File: src/rtl/apb_pkg.sv
// Shared APB definitions: FSM state encoding, default bus widths and the wait counter sizing helper.
package apb_pkg;

    localparam int unsigned APB_A_WIDTH = 8;
    localparam int unsigned APB_D_WIDTH = 8;

    typedef enum logic [1:0] {
        IDLE   = 2'd0,
        SETUP  = 2'd1,
        ACCESS = 2'd2
    } apb_state_e;

    // Wait counter must hold TIMEOUT itself; a disabled timeout still keeps a 1-bit counter.
    function automatic int unsigned wait_cnt_width(int unsigned timeout);
        return (timeout == 0) ? 1 : $clog2(timeout + 1);
    endfunction

endpackage

File: src/rtl/apb_wait_timer.sv
// Saturating ACCESS-phase wait counter; flags the cycle in which the TIMEOUT-th wait would occur.
module apb_wait_timer
    import apb_pkg::*;
#(
    parameter int unsigned TIMEOUT = 16
) (
    input  logic clk_i,
    input  logic rst_ni,
    input  logic clear_i,
    input  logic enable_i,
    output logic expired_o
);

    localparam int unsigned CntW = wait_cnt_width(TIMEOUT);
    localparam logic [CntW-1:0] CntMax  = CntW'(TIMEOUT);
    localparam logic [CntW-1:0] CntLast = CntW'((TIMEOUT == 0) ? 0 : TIMEOUT - 1);

    logic [CntW-1:0] cnt_q, cnt_d;

    always_comb begin
        cnt_d = cnt_q;
        if (clear_i) begin
            cnt_d = '0;
        end else if (enable_i && (cnt_q != CntMax)) begin
            cnt_d = cnt_q + CntW'(1);
        end
    end

    always_ff @(posedge clk_i or negedge rst_ni) begin
        if (!rst_ni) begin
            cnt_q <= '0;
        end else begin
            cnt_q <= cnt_d;
        end
    end

    // Counter reads k-1 in the k-th ACCESS cycle, so TIMEOUT-1 marks the last allowed cycle.
    assign expired_o = (TIMEOUT != 0) && (cnt_q >= CntLast);

endmodule

File: src/rtl/apb_master.sv
// Command-to-APB bridge: sequences single read/write commands through IDLE/SETUP/ACCESS with timeout.
module apb_master
    import apb_pkg::*;
#(
    parameter int unsigned A_WIDTH = APB_A_WIDTH,
    parameter int unsigned D_WIDTH = APB_D_WIDTH,
    parameter int unsigned TIMEOUT = 16
) (
    input  logic               p_clk,
    input  logic               p_rstn,
    input  logic               cmd_valid,
    output logic               cmd_ready,
    input  logic               cmd_write,
    input  logic [A_WIDTH-1:0] cmd_addr,
    input  logic [D_WIDTH-1:0] cmd_wdata,
    output logic               rsp_valid,
    output logic [D_WIDTH-1:0] rsp_rdata,
    output logic               rsp_err,
    output logic               p_sel,
    output logic               p_enable,
    output logic               p_write,
    output logic [A_WIDTH-1:0] p_addr,
    output logic [D_WIDTH-1:0] wr_data,
    input  logic [D_WIDTH-1:0] rd_data,
    input  logic               p_ready
);

    apb_state_e state_q, state_d;

    logic               p_write_q;
    logic [A_WIDTH-1:0] p_addr_q;
    logic [D_WIDTH-1:0] wr_data_q;
    logic               rsp_valid_q;
    logic [D_WIDTH-1:0] rsp_rdata_q;
    logic               rsp_err_q;

    logic tmr_clear;
    logic tmr_enable;
    logic tmr_expired;
    logic accept;
    logic done;
    logic abort;

    assign accept = cmd_valid && cmd_ready;
    assign done   = (state_q == ACCESS) && p_ready;
    assign abort  = (state_q == ACCESS) && !p_ready && tmr_expired;

    apb_wait_timer #(
        .TIMEOUT (TIMEOUT)
    ) u_wait_timer (
        .clk_i     (p_clk),
        .rst_ni    (p_rstn),
        .clear_i   (tmr_clear),
        .enable_i  (tmr_enable),
        .expired_o (tmr_expired)
    );

    always_ff @(posedge p_clk or negedge p_rstn) begin
        if (!p_rstn) begin
            state_q <= IDLE;
        end else begin
            state_q <= state_d;
        end
    end

    always_comb begin
        state_d = state_q;
        unique case (state_q)
            IDLE:    state_d = accept ? SETUP : IDLE;
            SETUP:   state_d = ACCESS;
            ACCESS: begin
                if (p_ready) begin
                    state_d = accept ? SETUP : IDLE;
                end else if (tmr_expired) begin
                    state_d = IDLE;
                end
            end
            default: state_d = IDLE;
        endcase
    end

    always_comb begin
        p_sel      = 1'b0;
        p_enable   = 1'b0;
        cmd_ready  = 1'b0;
        tmr_clear  = 1'b0;
        tmr_enable = 1'b0;
        unique case (state_q)
            IDLE: begin
                cmd_ready = 1'b1;
            end
            SETUP: begin
                p_sel     = 1'b1;
                tmr_clear = 1'b1;
            end
            ACCESS: begin
                p_sel      = 1'b1;
                p_enable   = 1'b1;
                cmd_ready  = p_ready;
                tmr_enable = !p_ready;
            end
            default: ;
        endcase
    end

    // On back-to-back, the response uses the outgoing p_write_q before the new command lands.
    always_ff @(posedge p_clk or negedge p_rstn) begin
        if (!p_rstn) begin
            p_write_q   <= 1'b0;
            p_addr_q    <= '0;
            wr_data_q   <= '0;
            rsp_valid_q <= 1'b0;
            rsp_rdata_q <= '0;
            rsp_err_q   <= 1'b0;
        end else begin
            if (accept) begin
                p_write_q <= cmd_write;
                p_addr_q  <= cmd_addr;
                wr_data_q <= cmd_wdata;
            end
            rsp_valid_q <= done || abort;
            if (done) begin
                rsp_rdata_q <= p_write_q ? '0 : rd_data;
                rsp_err_q   <= 1'b0;
            end else if (abort) begin
                rsp_rdata_q <= '0;
                rsp_err_q   <= 1'b1;
            end
        end
    end

    assign p_write   = p_write_q;
    assign p_addr    = p_addr_q;
    assign wr_data   = wr_data_q;
    assign rsp_valid = rsp_valid_q;
    assign rsp_rdata = rsp_rdata_q;
    assign rsp_err   = rsp_err_q;

endmodule

File: config.mk
export PLATFORM = sky130hd
export DESIGN_NAME = apb_master
export DESIGN_NICKNAME = d
export VERILOG_FILES = /design/src/rtl/apb_pkg.sv /design/src/rtl/apb_wait_timer.sv /design/src/rtl/apb_master.sv
export SDC_FILE = /design/constraint.sdc
export NUM_CORES = 1
export LEC_CHECK = 0
export ABC_AREA = 1
export BUFFER_PORTS_ARGS = -buffer_cell sky130_fd_sc_hd__buf_2
export CORE_MARGIN = 2
export CORE_UTILIZATION = 45
export CTS_BUF_LIST = sky130_fd_sc_hd__clkbuf_8
export CTS_CLUSTER_DIAMETER = 100
export DETAILED_ROUTE_END_ITERATION = 10
export PLACE_DENSITY_LB_ADDON = 0.2
export SLEW_MARGIN = 20
export SYNTH_ARGS = -nofsm -noshare
export SYNTH_HDL_FRONTEND = slang
export SYNTH_SLANG_ARGS = --single-unit
File: constraint.sdc
create_clock -name p_clk -period 1.5 [get_ports p_clk]
set_input_delay 0.15 -clock p_clk [delete_from_list [all_inputs] [get_ports p_clk]]
set_output_delay 0.15 -clock p_clk [all_outputs]
set_load 0.05 [all_outputs]
==> results.json <==
{
  "status": "finished clean",
  "antenna_found_initial": 0,
  "fill_cells": 313,
  "post-place-ws_ps": -79.7,
  "num_io_pins": 59,
  "seq_power_share_pct": 29.0,
  "slowest_stage": "dfrtp_1",
  "internal-power_mw": 2.55,
  "first_global_vias": 1336,
  "critical-path-max-stage-delay_ps": 420,
  "switchingPower_mw": 2.93,
  "slew_headroom_pct": 76.7,
  "ys_warn_count": 0,
  "synth.mux.area_fraction_pct": 0,
  "yosysUniqueCellTypes": 15,
  "synth_fa_ha_area_share_pct": 5.57,
  "drt-wirelength-per-cell_um": 11.2,
  "fp-row-count": 21,
  "final_nets": 297,
  "grtUsageTotal_pct": 18.4,
  "fin_worst_skew_ps": 3.57,
  "start_util_pct": 47.1,
  "cts.htree.levels": 2,
  "syn_area_um2": 1570,
  "synth_nets": 221,
  "io_buffers": 58,
  "finalSetupViolations": 0,
  "syn_inst": 185,
  "grt_max_degree": 35,
  "peakVddDrop_uv": 1300,
  "timing.fmax_mhz": 676,
  "die_area_um2": 3980,
  "critPathCaptureType": "output port",
  "start_kind": "flip-flop",
  "viasPerCell": 4.69,
  "synthXorXnorAreaFrac_pct": 0,
  "clk_pin_slew_worst_paths_ps": 70,
  "layout_worst_path_cycle_share_pct": 98.6,
  "maxCapViolations": 0,
  "synth-simple-area-share_pct": 34.0,
  "cts_max_path_buffers": 2,
  "cts-buffers-inserted": 5,
  "clk_latency_ps": 290,
  "synth_compound_area_share_pct": 0.955,
  "p_per_area_nw_per_um2": 2490,
  "switching_share_pct": 53.5,
  "cp_common_cell": "buf_4",
  "p_leak_nw": 1.27,
  "path_buf_inv": 3,
  "worstMarginPinSlew_ps": 350,
  "crit_arrival_ps": 1330,
  "multi_input_area_um2": 724,
  "routabilityCongestion": 0.783,
  "tritoncts": "yes",
  "drv_slew": 0,
  "crit_family": "buffers and inverters",
  "fin_crit_ps": 1480,
  "ant_nets": 0,
  "drc": 0,
  "fin_ws_ps": 21.1,
  "vias": 1443,
  "drtIter0Drc": 41,
  "worstSetupPathType": "reg2out",
  "worstPathCellList": "inv_2 -> ha_4 -> buf_4 -> buf_4",
  "core_area_um2": 3340,
  "dpl.hpwl_um": 2430,
  "synth.avg_cell_area_um2": 8.50,
  "cts.sinks": 34,
  "seq_area_frac_synth_pct": 54.1,
  "p_clk_share_pct": 12.0,
  "worst_hold_path_type": "in2reg",
  "drt-pass1-iter-count": 4,
  "final_layout_size_suffix_gt1_share_pct": 40.1,
  "cp_max_fo": 5,
  "crit_required_ps": 1350,
  "postRouteWirelength_um": 3440,
  "regArea_um2": 852,
  "comb_power_share_pct": 59.0,
  "fin_util_pct": 66.0,
  "grt_pass1_wl_um": 5790,
  "grt_setup_unrepaired": "yes",
  "die_w_um": 63.1,
  "ys_ff_latch": 34,
  "die_y_um": 63.1,
  "antenna_cells": 0,
  "synth_top_family_by_area": "simple AND/OR/NAND/NOR gates",
  "cts-root-buf": "clkbuf_8",
  "syn_to_final_growth_pct": 40.0,
  "overflow": 0,
  "finalHoldViolations": 0
}
worst reg2reg max path: stages (launching register included):
cell	delay, ps
dfrtp_1	380
ha_2	190
nand2_2	60
nor2_2	40
ha_2	160
inv_2	60
nand2_2	60
nor2_4	130
nand2_4	100
nand2_4	100
nand2_1	50
nand2_1	50
per-layer routing:
metal  vias up  global-route usage (%)  wire length, um
met2        44                    31.0             1680
li1        735                       -                -
met1       662                    23.1             1500
met3         2                    5.54              219
met4         0                    5.00               34
met5         -                       0                0
final cells by class:
type                       instances  area share, %
sequential                        34           38.7
clock buffer                       5           3.13
clock inverter                     3          0.795
timing repair buffer              72           19.3
inverter                          15           2.56
multi-input combinational        133           32.9
tap                               46           2.61
Yosys cell counts:
| cell | count | share of area [%] |
|---|---|---|
| inv_1 | 15 | 3.6 |
| nand2_1 | 77 | 18 |
| nand2_4 | 2 | 1.4 |
| o21ai_0 | 3 | 0.95 |
| buf_2 | 2 | 0.64 |
| nand4_1 | 5 | 2.0 |
| dfrtp_1 | 34 | 54 |
| buf_4 | 1 | 0.48 |
| nand3_1 | 24 | 7.6 |
| nand2_2 | 4 | 1.6 |
| nor2_2 | 2 | 0.80 |
| ha_1 | 7 | 5.6 |
| nor3b_1 | 1 | 0.48 |
| buf_6 | 1 | 0.72 |
| nor2_1 | 7 | 1.7 |
placed cells by master (no fill, tap or decap), types with 2 or more instances in the layout:
master,Yosys,layout
inv_2,0,2
ha_1,7,4
clkbuf_8,0,5
nand2_2,4,12
nand3_1,24,24
inv_1,15,14
nand2_4,2,4
nand2_1,77,67
buf_2,2,55
dfrtp_1,34,33
nor2_2,2,2
nand4_1,5,5
o21ai_1,0,2
nor2_4,0,2
nor2_1,7,5
buf_4,1,13
ha_2,0,2
cell families (layout without fill, tap and decap cells):
kind of cell,count (synthesis),in the layout
AND/OR/NAND/NOR,122,123
flip-flops,34,34
buffers and inverters,19,95
adder cells (fa/ha/maj),7,7
AO/OA/AOI/OAI,3,3
power by group through the flow:
stage / registers [mW] / logic [mW] / clock network [mW]
5_1_grt: 1.65 / 3.47 / 0.722
4_1_cts: 1.58 / 3.10 / 0.673
6_report: 1.59 / 3.23 / 0.660
3_3_place_gp: 1.58 / 2.95 / 0
2_1_floorplan: 2.78 / 1.05 / 0
3_5_place_dp: 1.58 / 2.99 / 0
path summary, 6_finish.rpt:
| path | slack [ps] | startpoint | cells after the start | end |
|---|---|---|---|---|
| max | 20 | state_q[0] | 4 | p_enable |
| min reg2reg | 470 | rsp_rdata[2] | 2 | rsp_rdata[2] |
| max reg2reg | 60 | u_wait_timer.cnt_q[1] | 11 | rsp_rdata[7] |
| min in group asynchronous | 350 | p_rstn | 3 | rsp_valid |
| min | 60 | rd_data[7] | 3 | rsp_rdata[7] |
| max in group asynchronous | 970 | p_rstn | 3 | state_q[1] |
stage by stage:
step	power, mW	std cells	area [um2]	hold slack [ps]	setup TNS (ps)
floorplan	3.83	185	1590	-146	0
global placement	4.54	293	1980	122	-65.2
CTS	5.35	303	2120	53.4	-21.0
global route	5.85	308	2200	54.9	-345
detailed placement	4.57	293	1980	122	-586
finish	5.48	308	2200	57.8	0
flip-flops by register name (all words and copies together), names as in the netlist:
register and cells:
state_q 2, rsp_valid 1, p_write 1, u_wait_timer.cnt_q 5, rsp_rdata 8, rsp_err 1, wr_data 8, p_addr 8
timing repair:
action | in CTS | in global routing
cloned | 1 | 0
pin swaps | 5 | 7
resized for setup | 15 | 14
endpoints found under the hold margin | 34 | 0
setup endpoints to repair | 12 | 18
hold buffers | 1 | 0
setup buffers | 0 | 5
No activity file was read; power rests on OpenSTA's default activity.
